## src/rtl/pads_cfg_pkg.sv

```systemverilog
// pads_cfg_pkg: shared constants and types for the pad direction config controller
package pads_cfg_pkg;
   localparam int NPADS = 44;
   localparam logic [NPADS-1:0] RESET_OE = 44'hC70003FFFBD;
   localparam logic [2:0] ADDR_IO_LO = 3'd0;
   localparam logic [2:0] ADDR_IO_HI = 3'd1;
   localparam logic [2:0] ADDR_EN_LO = 3'd2;
   localparam logic [2:0] ADDR_EN_HI = 3'd3;
   localparam logic [2:0] ADDR_CTRL  = 3'd4;
   localparam int CTRL_COMMIT   = 0;
   localparam int CTRL_AUTO_CLR = 1;
   localparam int CTRL_CLR_ERR  = 2;
   typedef enum logic [1:0] {IDLE, APPLY, SETTLE} state_e;
endpackage

```

## src/rtl/pads_cfg_settle_timer.sv

```systemverilog
// pads_cfg_settle_timer: loadable down-counter, expire while the count is zero
module pads_cfg_settle_timer (
   input  logic       clk,
   input  logic       resetb,
   input  logic       load,
   input  logic [7:0] load_val,
   output logic       expire
);
   logic [7:0] cnt_q, cnt_d;
   always_comb begin
      cnt_d = load ? load_val : (cnt_q != 8'd0 ? cnt_q - 8'd1 : cnt_q);
      expire = cnt_q == 8'd0;
   end
   always_ff @(posedge clk or negedge resetb)
      if (!resetb) cnt_q <= 8'd0;
      else cnt_q <= cnt_d;
endmodule

```

## src/rtl/pads_cfg_ctrl.sv

```systemverilog
// pads_cfg_ctrl: stages pad direction/enable words and applies them to the pad latch
module pads_cfg_ctrl #(
   parameter int NPADS = pads_cfg_pkg::NPADS,
   parameter int SETTLE_CYCLES = 8,
   parameter logic [NPADS-1:0] RESET_OE = pads_cfg_pkg::RESET_OE
) (
   input  logic             clk,
   input  logic             resetb,
   input  logic             wr_valid,
   output logic             wr_ready,
   input  logic [2:0]       wr_addr,
   input  logic [31:0]      wr_data,
   output logic [NPADS-1:0] cnfg_io,
   output logic [NPADS-1:0] cnfg_en,
   output logic [NPADS-1:0] oe_mirror,
   output logic             busy,
   output logic             cfg_done,
   output logic             wr_err
);
   import pads_cfg_pkg::*;
   state_e state_q, state_d;
   logic [NPADS-1:0] staged_io_q, staged_io_d, staged_en_q, staged_en_d;
   logic [NPADS-1:0] cnfg_en_q, cnfg_en_d, mirror_q, mirror_d;
   logic auto_clr_q, auto_clr_d, err_q, err_d, nop_q, nop_d;
   logic wr_fire, ctrl_wr, commit, go, expire;
   always_comb begin
      wr_ready = state_q == IDLE;
      wr_fire = wr_valid && wr_ready;
      ctrl_wr = wr_fire && wr_addr == ADDR_CTRL;
      commit = ctrl_wr && wr_data[CTRL_COMMIT];
      go = commit && |staged_en_q;
      staged_io_d = staged_io_q;
      staged_en_d = staged_en_q;
      if (wr_fire && wr_addr == ADDR_IO_LO) staged_io_d[31:0] = wr_data;
      if (wr_fire && wr_addr == ADDR_IO_HI) staged_io_d[NPADS-1:32] = wr_data[NPADS-33:0];
      if (wr_fire && wr_addr == ADDR_EN_LO) staged_en_d[31:0] = wr_data;
      if (wr_fire && wr_addr == ADDR_EN_HI) staged_en_d[NPADS-1:32] = wr_data[NPADS-33:0];
      if (state_q == APPLY && auto_clr_q) staged_en_d = '0;
      auto_clr_d = go ? wr_data[CTRL_AUTO_CLR] : auto_clr_q;
      // an illegal-address set takes priority over a clear
      err_d = (wr_fire && wr_addr > ADDR_CTRL) ? 1'b1 : (ctrl_wr && wr_data[CTRL_CLR_ERR]) ? 1'b0 : err_q;
      nop_d = commit && !(|staged_en_q);
      cnfg_en_d = go ? staged_en_q : '0;
      mirror_d = state_q == APPLY ? (cnfg_en_q & staged_io_q) | (~cnfg_en_q & mirror_q) : mirror_q;
      state_d = state_q == IDLE ? (go ? APPLY : IDLE) :
                state_q == APPLY ? SETTLE : (expire ? IDLE : SETTLE);
   end
   always_ff @(posedge clk or negedge resetb)
      if (!resetb) begin
         state_q <= IDLE;
         staged_io_q <= RESET_OE;
         staged_en_q <= '0;
         cnfg_en_q <= '0;
         mirror_q <= RESET_OE;
         auto_clr_q <= 1'b0;
         err_q <= 1'b0;
         nop_q <= 1'b0;
      end else begin
         state_q <= state_d;
         staged_io_q <= staged_io_d;
         staged_en_q <= staged_en_d;
         cnfg_en_q <= cnfg_en_d;
         mirror_q <= mirror_d;
         auto_clr_q <= auto_clr_d;
         err_q <= err_d;
         nop_q <= nop_d;
      end
   pads_cfg_settle_timer u_timer (
      .clk      (clk),
      .resetb   (resetb),
      .load     (state_q == APPLY),
      .load_val (8'(SETTLE_CYCLES - 1)),
      .expire   (expire)
   );
   assign cnfg_io = staged_io_q;
   assign cnfg_en = cnfg_en_q;
   assign oe_mirror = mirror_q;
   assign busy = state_q != IDLE;
   assign cfg_done = nop_q || (state_q == SETTLE && expire);
   assign wr_err = err_q;
endmodule
```

## config.mk

```make
export PLATFORM = sky130hd
export DESIGN_NAME = pads_cfg_ctrl
export DESIGN_NICKNAME = d
export VERILOG_FILES = /design/src/rtl/pads_cfg_pkg.sv /design/src/rtl/pads_cfg_settle_timer.sv /design/src/rtl/pads_cfg_ctrl.sv
export SDC_FILE = /design/constraint.sdc
export NUM_CORES = 1
export LEC_CHECK = 0
export BUFFER_PORTS_ARGS = -buffer_cell sky130_fd_sc_hd__buf_2
export CAP_MARGIN = 20
export CORE_MARGIN = 1.5
export CORE_UTILIZATION = 53
export CTS_CLUSTER_SIZE = 20
export DETAILED_ROUTE_END_ITERATION = 8
export PLACE_DENSITY = 0.79
export SLEW_MARGIN = 30
export SYNTH_ARGS = -nofsm -noshare
export SYNTH_HDL_FRONTEND = slang
export SYNTH_SLANG_ARGS = --single-unit
```

## constraint.sdc

```tcl
create_clock -name clk -period 2.1 [get_ports clk]
set_clock_uncertainty 0.1 [all_clocks]
set_input_delay 0.42 -clock clk [delete_from_list [all_inputs] [get_ports clk]]
set_output_delay 0.42 -clock clk [all_outputs]
set_load 0.05 [all_outputs]
```

# Word-level counts from Yosys, hierarchy flattened
# Cells that the tools add are included.
dict set report op_classes {
  n_addsub 1
  magnitude_cmp 1
  eq_ne 6
  mux 12
  bitwise_logic 4
  n_reduce_logical 25
}
# operator count
set op_table {}
lappend op_table {{44-bit AND} 2}
lappend op_table {{44-bit two-way mux} 2}
lappend op_table {{44-bit inverter} 1}
lappend op_table {{44-bit OR} 1}
lappend op_table {{44-bit OR reduction} 1}
lappend op_table {{32-bit two-way mux} 1}
lappend op_table {{8-bit two-way mux} 2}
lappend op_table {{1-bit logical AND} 13}
lappend op_table {{12-bit two-way mux} 1}
lappend op_table {{2-bit nonzero test} 5}
lappend op_table {{8-bit logical NOT} 1}
lappend op_table {{8-bit nonzero test} 1}
lappend op_table {{8-bit by 1-bit subtractor with 8-bit output (second input constant)} 1}
lappend op_table {{3-bit by 2-bit == test with 1-bit output (second input constant)} 2}
lappend op_table {{2-bit two-way mux} 3}
lappend op_table {{3-bit by 1-bit == test with 1-bit output (second input constant)} 1}
lappend op_table {{3-bit == test (second input constant)} 1}
lappend op_table {{3-bit greater-than comparator (second input constant)} 1}
lappend op_table {{3-bit logical NOT} 1}
lappend op_table {{1-bit two-way mux} 3}
lappend op_table {{2-bit by 1-bit == test with 1-bit output (second input constant)} 1}
lappend op_table {{2-bit == test (second input constant)} 1}
lappend op_table {{2-bit logical NOT} 1}
lappend op_table {{1-bit logical NOT} 1}
lappend op_table {{1-bit logical OR} 1}
dict set report word_totals {
  register_bits 189
  input_bits 38
  out_inout_bits 136
  word_cells 60
}

# Logic depth before layout (Yosys ltp)
# Gate-level depths: netlist of run 1.
dict set report logic_depth {
  word_depth 7
  depth_mapped 6
  depth_no_buf 6
}

# Modules after synthesis
# From an unflattened synthesis of run 1, not the netlist that was laid out.
dict set report unflattened {
  cells_unflattened 600
  area_unflattened_um2 7460.9
}
# module instances cells_per_inst area_each_um2 seq_area_each_um2
set modules_own_cells {}
lappend modules_own_cells {pads_cfg_ctrl 1 545 6974.2 4591.9}
lappend modules_own_cells {pads_cfg_settle_timer 1 55 486.7 200.2}

# Least setup slack after synthesis of run 1
# Ideal clock, no wire load.
dict set report synth_timing {
  path_type {reg2out}
  from {register u_timer.cnt_q[3]}
  to {output cfg_done}
  arrival_time_ps 2095
  required_time_ps 1580
  slack_ps -515
  path_stages_with_launch 6
  n_path_buf 1
  cell_sequence {dfrtp_1 > or4_1 > buf_2 > nor3_4 > nand2_1 > o21bai_1}
}
dict set report synth_between {
  elab_chain_cells 3
}
# element line
set synth_rtl {}
lappend synth_rtl {{start: declaration} pads_cfg_settle_timer.sv:9} ;# logic [7:0] cnt_q, cnt_d;
lappend synth_rtl {{start signal: assignment} pads_cfg_settle_timer.sv:16} ;# else cnt_q <= cnt_d;
lappend synth_rtl {{8-bit logical NOT} pads_cfg_settle_timer.sv:12} ;# expire = cnt_q == 8'd0;
lappend synth_rtl {{1-bit logical AND} pads_cfg_ctrl.sv:79} ;# assign cfg_done = nop_q || (state_q == SETTLE && expire);
lappend synth_rtl {{1-bit logical OR} pads_cfg_ctrl.sv:79}
lappend synth_rtl {{end: declaration} pads_cfg_ctrl.sv:17} ;# output logic cfg_done,
# No other way between the ends.

# Final worst setup path of run 1
# Same ends and word-level chain as after synthesis.

==> results.md, run 1 <==
- CP endpoint kind: output pin
- Clock Sinks: 189
- Mean number of vias per cell: 5.360
- Die area: 0.01468 mm^2
- Clock Latency Late Sink: 0.42 ns
- Root buffer cell: clkbuf_16
- Reg-to-reg endpoint: u_timer.cnt_q[6]$_DFFE_PN0P_
- 1st-pass router iterations: 5
- Overflow after GRT: 0
- Synth top area cells: dfrtp_1, dfstp_2, mux2_2
- Leakage: 4.735 nW
- Netlist cell types: 36
- Critical-path maximum fanout: 2
- Arr. time, crit path: 1.89 ns
- Share of cells above drive strength 1: 48.18%
- Worst-Margin Slew: 0.4114 ns
- Fin cells: 973
- Most common cell after layout, fill and taps aside: buf_2
- Clock transition at path regs: 0.07 ns
- Synth Cell Area: 0.007398 mm^2
- Number of diodes: 0
- Post-synth top area cell: dfrtp_1
- Required time worst endpoint: 1.58 ns
- Sw frac: 37.43%
- Detailed Place HPWL: 11910 um
- Status: finished, violations left
- Height of the die: 121.2 um
- Syn-to-layout area delta: 26.31%
- Gr usage total: 24.54%
- Register-to-register setup slack: 0.04 ns
- Period minus WS final: 2.413 ns
- Largest net degree at the start of global routing: 48
- Internal power: 8.155 mW
- Failing checks: setup timing
- Port buffer count: 173
- Post-synth EDFFs: 0
- Hold wc startpoint: wr_data[12]
- Main synth FF type: dfrtp_1
- Final max-slew violation count: 0
- Detailed Route Iter0 Violations: 248
- Slew headroom: 72.58%
- Worst Hold End: staged_en_q[12]$_DFFE_PN0P_
- Worst hold path type: input port to register
- RSZ-0062 raised after global routing: true
- Combinational cell fraction of total power: 31.1%
- Hold Crit Depth: 3
- Total Power: 13.03 mW
- Vias in the first global route: 5227
- Final ANT Viol Nets: 0
- Ratio of final minimum period to clock period: 114.9%
- I/O Pins: 174
- Most frequent cells in the layout: buf_2, dfrtp_1, nand2_1, mux2_2, dfstp_2
- Placed cell count: 935
- Final Net Count: 824
- Sw power: 4.879 mW
- H-Tree Depth: 4
- Startpoint types: register
- Hold WS: 0.1385 ns
- CTS tree: done
- WL/cell: 17.65 um
- Achievable Freq: 414.4 MHz
- Ys Warns: 0
- Pre-CTS setup slack: -0.06552 ns
- Clk pwr share: 26.1%
- Total nets after synthesis: 629
- Mapped Cells: 589
- Critical path type: register to output pin
- Sequential cell area fraction in the yosys report: 64.77%
- First-pass GRT wire length: 27340 um
- Final setup margin: -0.3132 ns
- # setup viols final: 1
- Seq cells post-synth: 189
- WL final: 17170 um
- Via Count: 5215
- Count of final hold-check violations: 0
- Pwr/cell area: 1395 mW/mm^2
- Die width: 121.2 um
- FF-to-FF Start: u_timer.cnt_q[3]$_DFFE_PN0P_
- Cts bufs inserted: 17
- Clock Path Buffers: 2
- Core Rows: 42
- Synthesized area per cell: 12.56 um^2
- Gpl congestion: 0.7987
- Top cell type's share of synthesized area: 47.02%
- Reg2Reg Depth: 5
- Layout Utilization: 69.47%
- Post-synth ARST share: 100.0%
- Initial core utilization: 54.99%
- Antenna violations before repair: 0
- DR DRC count: 0
- Core Box Area: 0.01345 mm^2
- Maximum VDD drop: 1003 uV
- Max Cap Violations: 0
- Seq pwr share: 42.9%
[cells by family (layout without fill, tap and decap cells)]
| family | after synthesis | count (layout) | synth area share, % |
|---|---|---|---|
| AO/OA/AOI/OAI | 45 | 45 | 3.298 |
| XOR/XNOR | 4 | 4 | 0.4736 |
| adder cells (fa/ha/maj) | 2 | 2 | 0.3382 |
| buffers and inverters | 33 | 241 | 1.877 |
| flip-flops | 189 | 189 | 64.77 |
| multiplexers | 101 | 101 | 15.15 |
| AND/OR/NAND/NOR | 215 | 215 | 14.09 |
[cell type report]
class / instances / area, um^2
Sequential cell: 189 / 4792
Inverter: 5 / 18.77
Multi-Input combinational cell: 367 / 2522
Fill cell: 952 / 4108
Timing Repair Buffer: 204 / 1156
Tap cell: 176 / 220.2
Clock inverter: 10 / 161.4
Clock buffer: 22 / 474.2
[power groups by stage]
stage	sequential, mW	clock, mW	combinational (mW)
2_1_floorplan	7.09	0	1.27
3_3_place_gp	5.52	0	3.80
3_5_place_dp	5.61	0	3.93
4_1_cts	5.57	3.45	4.03
5_1_grt	5.72	3.60	4.30
6_report	5.59	3.40	4.05
[worst max-delay path: stages (launching register included)]
cell and delay, ns:
dfrtp_1 0.39, or4_4 0.56, nor3_4 0.16, nand2_2 0.09, o21bai_4 0.12, buf_6 0.17
[routing by layer]
layer  wire length, um  track usage, %
met2              8537           40.16
met3              1104           5.498
met1              7288           32.60
met4               238           8.456
met5                 0               0
[timing repair]
action / CTS / global route
setup endpoints to repair: 1 / 23
pin swaps: 4 / 2
hold buffers: 1 / 0
setup buffers: 3 / 2
endpoints found under the hold margin: 37 / 0
cloned: 0 / 0
resized for setup: 4 / 4
[synthesized netlist by cell type (2+ instances only)]
| library cell | number |
|---|---|
| nand3b_1 | 2 |
| dfrtp_1 | 139 |
| nand3_1 | 2 |
| nand2b_1 | 2 |
| a21oi_1 | 35 |
| nor3_1 | 2 |
| inv_1 | 5 |
| buf_2 | 12 |
| mux2_2 | 88 |
| o21ai_0 | 5 |
| and4_1 | 2 |
| nand2_1 | 117 |
| o31ai_1 | 2 |
| xor2_1 | 3 |
| dfstp_2 | 50 |
| mux2i_1 | 13 |
| clkbuf_1 | 16 |
| ha_1 | 2 |
| and2_1 | 45 |
| nor4_1 | 12 |
| nor2_1 | 20 |
[worst max path at each step]
| stage | startpoint | to | slack [ns] | depth (start not counted) |
|---|---|---|---|---|
| after floorplan | u_timer.cnt_q[3]$_DFFE_PN0P_ | cfg_done | -0.08 | 5 |
| after global placement | u_timer.cnt_q[3]$_DFFE_PN0P_ | cfg_done | -0.001 | 5 |
| final | u_timer.cnt_q[3]$_DFFE_PN0P_ | cfg_done | -0.31 | 5 |
| after detailed placement | u_timer.cnt_q[3]$_DFFE_PN0P_ | cfg_done | -0.07 | 5 |
| after CTS | u_timer.cnt_q[2]$_DFFE_PN0P_ | cfg_done | -0.37 | 5 |
| after global routing | u_timer.cnt_q[3]$_DFFE_PN0P_ | cfg_done | -0.38 | 5 |
[stage by stage]
stage,setup TNS (ns),area (um^2)
global placement,-0.001078,8632
floorplan,-0.1609,7412
CTS,-0.3718,9318
detailed placement,-0.06552,8632
global route,-0.4857,9345
finish,-0.3132,9345
No activity file was read; power rests on OpenSTA's default activity.
==> inputs of run 2 (changes only) <==
- SKIP_CTS_REPAIR_TIMING: default -> 1
==> results.md, run 2 (synthesized netlist as in run 1, its figures left out) <==
- Leakage: 4.721 nW
- Setup_tns: -0.3816 ns
- Post-DP Area: 0.008632 mm^2
- Clock Sinks: 189
- Final ANT Viol Nets: 0
- Required time worst endpoint: 1.58 ns
- Critical-path maximum fanout: 2
- Port buffer count: 173
- Seq. cell area: 0.004792 mm^2
- Die width: 121.2 um
- Design area: 0.009321 mm^2
- Period minus WS final: 2.482 ns
- Vias in the first global route: 5184
- Arr. time, crit path: 1.96 ns
- WL final: 17130 um
- Share of cells above drive strength 1: 47.92%
- Antenna violations before repair: 0
- Largest net degree at the start of global routing: 48
- 1st-pass router iterations: 7
- Slew headroom: 72.42%
- Final Net Count: 822
- Fin cells: 971
- Initial core utilization: 54.99%
- CTS tree: done
- Pwr/cell area: 1396 mW/mm^2
- Sw power: 4.878 mW
- Core Box Area: 0.01345 mm^2
- Failing checks: setup timing
- Combinational cell fraction of total power: 30.9%
- WL/cell: 17.65 um
- Total Power: 13.01 mW
- Maximum VDD drop: 1004 uV
- Via Count: 5223
- Cts bufs inserted: 17
- Gr usage total: 24.42%
- Detailed Route Iter0 Violations: 253
- First-pass GRT wire length: 27260 um
- Mean number of vias per cell: 5.379
- Clock Latency Late Sink: 0.43 ns
- Hold wc startpoint: wr_data[12]
- Final setup margin: -0.3816 ns
- Height of the die: 121.2 um
- Gpl congestion: 0.7987
- Fill cells: 958
- Startpoint types: register
- Overflow after GRT: 0
- Achievable Freq: 403.0 MHz
- # setup viols final: 1
- Clk pwr share: 26.2%
- Sw frac: 37.50%
- I/O Pins: 174
- Pre-CTS setup slack: -0.06552 ns
- Number of diodes: 0
- RSZ-0062 raised after global routing: true
- Detailed Place HPWL: 11910 um
- FF-to-FF Start: u_timer.cnt_q[2]$_DFFE_PN0P_
- Worst hold path type: input port to register
- Placed cell count: 935
- H-Tree Depth: 4
- Most common cell after layout, fill and taps aside: buf_2
- Worst-Margin Slew: 0.4119 ns
- Clock Path Buffers: 2
- Root buffer cell: clkbuf_16
- Critical path type: register to output pin
- Count of final hold-check violations: 0
- Internal power: 8.131 mW
- Area of the multi-input gates: 0.002514 mm^2
- Syn-to-layout area delta: 25.99%
- Ratio of final minimum period to clock period: 118.2%
- Final max-slew violation count: 0
- DR DRC count: 0
- Die area: 0.01468 mm^2
- Core Rows: 42
- Most frequent cells in the layout: buf_2, dfrtp_1, nand2_1, mux2_2, dfstp_2
- CP endpoint kind: output pin
- Max Cap Violations: 0
- Seq pwr share: 43.0%
- Status: finished, violations left
- Clock transition at path regs: 0.07 ns
- Crit path from: u_timer.cnt_q[2]$_DFFE_PN0P_
==> run 2: cell types whose count changed in the layout (fill, tap and decap cells not counted) <==
| cell | before | now |
|---|---|---|
| buf_4 | 28 | 26 |
| a21oi_2 | 1 | 0 |
| nand2b_2 | 0 | 1 |
| a21oi_1 | 34 | 35 |
| nand2b_4 | 1 | 0 |
==> run 2: layout make-up <==
cell class,instances,area share [%]
Clock buffer,22,5.087
Inverter,5,0.2013
Tap cell,176,2.362
Multi-Input combinational cell,367,26.97
Sequential cell,189,51.41
Clock inverter,10,1.732
Timing Repair Buffer,202,12.24
==> run 2: worst paths after layout <==
kind,to,slack [ns],cells past startpoint
hold reg to reg,cnfg_en[15]$_DFF_PN0_,0.40,1
setup / recovery,cfg_done,-0.38,5
hold / removal,staged_en_q[12]$_DFFE_PN0P_,0.14,3
max in group asynchronous,asynchronous set/reset pin,0.83,3
setup reg to reg,u_timer.cnt_q[7]$_DFFE_PN0P_,0.02,6
min in group asynchronous,cnfg_io[27]$_DFFE_PN0P_,0.39,2
==> run 2: routing by layer <==
layer  routed length, um  GRT usage, %  vias to the layer above  part of all wire [%]
li1                    -             -                     2368                     -
met1                7275         32.43                     2635                    42
met2                8488         40.06                      195                    50
met3                1095         5.498                       25                   6.4
met4                 275         8.235                        0                   1.6
met5                   0             0                        -                     0
==> run 2: power groups by stage <==
stage / logic (mW) / registers, mW / clock network [mW]
final: 4.01 / 5.59 / 3.40
after floorplan: 1.27 / 7.09 / 0
after global routing: 4.26 / 5.73 / 3.60
after detailed placement: 3.93 / 5.61 / 0
after global placement: 3.80 / 5.52 / 0
after CTS: 3.97 / 5.57 / 3.45
==> run 2: critical path: stages (launching register included) <==
cell and delay (ns):
dfrtp_1 0.39, or4_4 0.57, nor3_4 0.21, nand2_2 0.08
o21bai_4 0.12, buf_6 0.17
==> run 2: per-stage QoR <==
step	hold slack [ns]	utilization, %
2_1_floorplan	0.02441	-
4_1_cts	-0.1829	68.89
3_5_place_dp	0.2757	64.16
3_3_place_gp	0.2762	64.16
5_1_grt	0.1293	69.29
6_report	0.1359	69.29
